===== src/rtl/pipe_skid_reg.sv =====
// pipe_skid_reg: two-entry elastic pipeline register (output register + skid
// register). Full throughput, one-cycle latency, all outputs decoded from
// registered state so no combinational ready/valid path crosses the block.
module pipe_skid_reg #(
  parameter int unsigned      WIDTH   = 32,
  parameter logic [WIDTH-1:0] RST_VAL = '0
) (
  input  logic             clk,
  input  logic             rst,
  input  logic             flush,
  input  logic             in_valid,
  output logic             in_ready,
  input  logic [WIDTH-1:0] in_data,
  output logic             out_valid,
  input  logic             out_ready,
  output logic [WIDTH-1:0] out_data,
  output logic [1:0]       count
);

  typedef enum logic [1:0] {
    EMPTY = 2'd0,
    BUSY  = 2'd1,
    FULL  = 2'd2
  } state_e;

  state_e           state_q, state_d;
  logic [WIDTH-1:0] main_q, main_d;
  logic [WIDTH-1:0] skid_q, skid_d;

  logic acc;
  logic emit;

  assign acc  = in_valid & in_ready;
  assign emit = out_valid & out_ready;

  // State and data registers; rst has top priority over everything.
  always_ff @(posedge clk) begin
    if (rst) begin
      state_q <= EMPTY;
      main_q  <= RST_VAL;
      skid_q  <= RST_VAL;
    end else begin
      state_q <= state_d;
      main_q  <= main_d;
      skid_q  <= skid_d;
    end
  end

  // Next occupancy and data-register loads; flush mirrors reset and drops any word accepted that cycle.
  always_comb begin
    state_d = state_q;
    main_d  = main_q;
    skid_d  = skid_q;
    if (flush) begin
      state_d = EMPTY;
      main_d  = RST_VAL;
      skid_d  = RST_VAL;
    end else begin
      unique case (state_q)
        EMPTY: begin
          if (acc) begin
            state_d = BUSY;
            main_d  = in_data;
          end
        end
        BUSY: begin
          if (acc && emit) begin
            main_d = in_data;
          end else if (acc) begin
            state_d = FULL;
            skid_d  = in_data;
          end else if (emit) begin
            state_d = EMPTY;
          end
        end
        FULL: begin
          // in_ready is low here, so only the drain of the skid entry can happen.
          if (emit) begin
            state_d = BUSY;
            main_d  = skid_q;
          end
        end
        default: begin
          state_d = EMPTY;
        end
      endcase
    end
  end

  // Handshake outputs decoded purely from the registered occupancy.
  always_comb begin
    out_valid = 1'b0;
    in_ready  = 1'b1;
    count     = 2'd0;
    unique case (state_q)
      EMPTY: begin
        out_valid = 1'b0;
        in_ready  = 1'b1;
        count     = 2'd0;
      end
      BUSY: begin
        out_valid = 1'b1;
        in_ready  = 1'b1;
        count     = 2'd1;
      end
      FULL: begin
        out_valid = 1'b1;
        in_ready  = 1'b0;
        count     = 2'd2;
      end
      default: begin
        out_valid = 1'b0;
        in_ready  = 1'b1;
        count     = 2'd0;
      end
    endcase
  end

  assign out_data = main_q;

  // Structural invariants of the occupancy encoding.
  a_full_not_ready : assert property (@(posedge clk) (count == 2'd2) |-> !in_ready);
  a_valid_count    : assert property (@(posedge clk) out_valid == (count != 2'd0));
  a_no_spurious_fill : assert property (@(posedge clk) disable iff (rst || flush)
    (state_q == BUSY && !acc) |=> (state_q != FULL));

endmodule

===== config.mk =====
export PLATFORM = sky130hd
export DESIGN_NAME = pipe_skid_reg
export DESIGN_NICKNAME = d
export VERILOG_FILES = /design/src/rtl/pipe_skid_reg.sv
export SDC_FILE = /design/constraint.sdc
export NUM_CORES = 1
export LEC_CHECK = 0
export BUFFER_PORTS_ARGS = -buffer_cell sky130_fd_sc_hd__buf_2
export CORE_ASPECT_RATIO = 0.9
export CORE_UTILIZATION = 55
export DETAILED_ROUTE_END_ITERATION = 10
export PLACE_DENSITY = 0.8
export SYNTH_ARGS = -nofsm -noshare
export SYNTH_HDL_FRONTEND = slang
export SYNTH_SLANG_ARGS = --single-unit

===== constraint.sdc =====
create_clock -name clk -period 5.6 [get_ports clk]
set_input_delay 0 -clock clk [delete_from_list [all_inputs] [get_ports clk]]
set_output_delay 0 -clock clk [all_outputs]
set_load 0.02 [all_outputs]

==> impl_metrics.py <==
metrics = {
    "run_status": {
        "outcome": "completed",
    },
    "sta": {
        "slew_headroom_pct": 23.4,
        "fin_hold_ws_ps": 201,
        "rsz0062_at_grt": "false",
        "tightest_slew_ps": 1150,
        "fin_crit_sh_pct": 60.3,
        "max_freq_ghz": 0.296,
        "setup_viol": 0,
        "tns_ps": 0,
        "skew_ps": 6.04,
        "finalMaxSlewViolations": 0,
        "period_needed_ps": 3380,
        "finalHoldViolCount": 0,
    },
    "route": {
        "ant_nets": 0,
        "via_per_inst": 5.38,
        "dr.pass1.iters": 4,
        "wl_per_cell_microns": 14.7,
        "drtIter0Drc": 168,
        "drc_errors": 0,
        "wl_mm": 7.00,
        "vias": 2573,
    },
    "floorplanning": {
        "die_x_microns": 79.4,
        "dieArea_sq_um": 5680,
        "die_height_microns": 71.6,
        "start_util_pct": 59.1,
        "ios": 73,
        "core_area_sq_um": 5010,
        "std_cell_rows": 24,
    },
    "grt": {
        "grt_pass1_wl_mm": 11.4,
        "grt_max_degree": 68,
        "antenna_found_initial": 0,
        "overflow": 0,
        "grt_usage_pct": 26.2,
        "grt_pass1_vias": 2466,
    },
    "placed_design": {
        "dp.cells": 430,
        "dp_hpwl_mm": 4.07,
        "gp_congestion": 0.781,
        "portBuffers": 72,
    },
    "yosys": {
        "synthMuxAreaShare_pct": 11.2,
        "netlist_area_sq_um": 2960,
        "syn_nets": 358,
        "synth_top_area_cell": "dfxtp_1",
        "synth_area_leaders": "dfxtp_1, a211oi_2, mux2i_1, nand2_1, a21oi_1",
        "ys_ff_latch": 66,
        "synth_adder_area_share_pct": 1.69,
        "ys_types": 27,
        "ys_warn_count": 0,
        "synthXorXnorAreaFrac_pct": 0,
        "synth-simple-area-share_pct": 16.9,
        "yosysSeqAreaShare_pct": 44.6,
        "postSynthCellCount": 317,
        "synth_top_area_share_pct": 44.6,
        "synth-compound-area-share_pct": 20.1,
        "synth_top_family_by_area": "compound AO/OA/AOI/OAI gates",
        "syn_avg_cell_area_sq_um": 9.35,
    },
    "clock_tree": {
        "post-cts-setup-buffers": 0,
        "cts.repair.resized": 0,
        "cts_root_buffer": "clkbuf_8",
        "cts_hold_buf": 32,
        "clk_transition_reported_paths_ps": 70,
        "cts_tree": "yes",
        "tritoncts_num_sinks": 66,
        "numCtsBuffers": 9,
        "clk_latency_ps": 340,
        "htreeDepth": 3,
        "clk_path_buf_depth": 2,
    },
    "critical_path": {
        "cp_max_fo": 36,
        "rrSetupSlack_ps": 2220,
        "worstPathArrival_ps": 3560,
        "crit_slowest_cell": "ha_2",
        "start_kind": "flip-flop",
        "worstSetupEndpoint": "out_data[3]",
        "r2r_cells": 7,
        "path_class": "flip-flop to flip-flop",
        "worstPathCellList": "inv_1, ha_2, inv_2, nor4b_4, buf_4, or2_2, a211oi_1",
        "cp_top_family": "simple AND/OR/NAND/NOR gates",
        "r2r-end": "out_data[3]",
        "worstSetupEndpointType": "flip-flop",
        "critPathLaunch": "state_q[0]",
        "rr_startpoint": "state_q[0]",
        "cp.buffers_inverters": 3,
        "cp.required_ps": 5780,
        "worst-path-stages": 7,
        "crit_path_max_incr_delay_ps": 960,
    },
    "final_layout": {
        "multi_input_area_sq_um": 1480,
        "fillers": 352,
        "area_growth_pct": 31.7,
        "register_area_sq_um": 1320,
        "drive_above_1_share_pct": 31.2,
        "fin_cells": 478,
        "antenna_cells": 0,
        "fin_nets": 449,
    },
    "pwr": {
        "vdd_drop_max_uv": 281,
        "p_int_uw": 931,
        "comb_power_share_pct": 13.9,
        "switching_share_pct": 23.9,
        "p_sw_uw": 292,
        "seqPwrFrac_pct": 40.5,
        "clockPowerShare_pct": 45.6,
        "p_per_area_nw_per_um2": 313,
        "p_leak_nw": 1.48,
    },
    "flow_run": {
        "maxCapViolations": 0,
    },
    "worst_hold_path": {
        "hold_class": "primary input to flip-flop",
    },
}
==> stage by stage <==
step	power [mW]	instance area, sq um	setup WS [ps]	util [%]
detailed placement	0.657	3300	2250	65.7
global route	1.27	3900	1990	77.8
CTS	1.23	3900	2250	77.8
floorplan	0.616	2960	3650	-
finish	1.22	3900	2220	77.8
global placement	0.654	3300	2340	65.7
==> final cells by class <==
cell class,instances,share of cell area (%)
multi-input cells,218,37.9
flip-flops and latches,66,33.9
inverters,4,0.385
clock buffers,12,4.23
well taps,65,2.08
repair buffers,109,18.4
clock inverters,4,3.08
==> synthesized netlist by cell type <==
cell type / count
a211oi_1: 3
a211oi_2: 30
a21boi_2: 1
a21oi_1: 34
and3_1: 1
and4b_1: 1
buf_1: 1
buf_2: 11
buf_4: 1
buf_6: 3
clkbuf_1: 13
dfxtp_1: 66
ha_1: 4
inv_1: 3
inv_2: 1
mux2_1: 1
mux2i_1: 32
nand2_1: 65
nand2b_1: 2
nand3_1: 2
nor2_1: 3
nor2b_1: 1
nor3_1: 33
nor4b_4: 1
o21a_1: 1
o31ai_1: 1
or2_1: 2
==> how the worst min path moves through the flow <==
stage                  to  slack [ps]  cells past startpoint         from
2_1_floorplan   skid_q[0]         140                      2   in_data[0]
5_1_grt        state_q[1]         240                      4    out_ready
3_3_place_gp   skid_q[25]         250                      3  in_data[25]
3_5_place_dp    skid_q[8]         260                      3   in_data[8]
6_report       state_q[1]         200                      4    out_ready
4_1_cts        state_q[1]         180                      4    out_ready
==> registers in the layout, indices dropped and copies added, names as in the netlist <==
name      cells
out_data     32
skid_q       32
state_q       2
==> worst min-delay path, cell delays in order <==
cell     delay, ps
buf_2          130
nor2_1         130
o31ai_1        100
a21oi_1        130
==> metal layers <==
metal / track usage [%] / up-vias / part of all wire [%]
li1: - / 1290 / -
met1: 32.9 / 1190 / 45
met2: 42.6 / 83 / 48
met3: 8.41 / 10 / 5.9
met4: 8.89 / 0 / 1.4
met5: 0 / - / 0
==> power groups by stage <==
stage / clock network, mW / registers [mW] / logic (mW)
after global placement: 0 / 0.505 / 0.149
after detailed placement: 0 / 0.505 / 0.152
after CTS: 0.565 / 0.495 / 0.170
final: 0.557 / 0.495 / 0.170
after floorplan: 0 / 0.519 / 0.0964
after global routing: 0.584 / 0.496 / 0.185
==> cells in the final DEF (no fill, tap or decap), types with 2 or more instances in the layout <==
master         synthesis  final
nand2_1               65     65
bufinv_16              0      4
clkbuf_8               0     12
ha_1                   4      3
mux2i_1               32     32
a21oi_1               34     34
nor2_1                 3      3
dfxtp_1               66     66
nand3_1                2      2
a211oi_1               3      3
or2_2                  0      2
nor3_1                33     33
buf_4                  1      5
inv_1                  3      3
a211oi_2              30     30
buf_2                 11     72
nand2b_1               2      2
dlygate4sd3_1          0     32
==> logic make-up after synthesis <==
family	after synthesis
AOI/OAI and AO/OA	70
adders and majority gates	4
DFF	66
and+or+nand+nor	111
muxes	33
buffers and inverters	33
No activity file was read; power rests on OpenSTA's default activity.
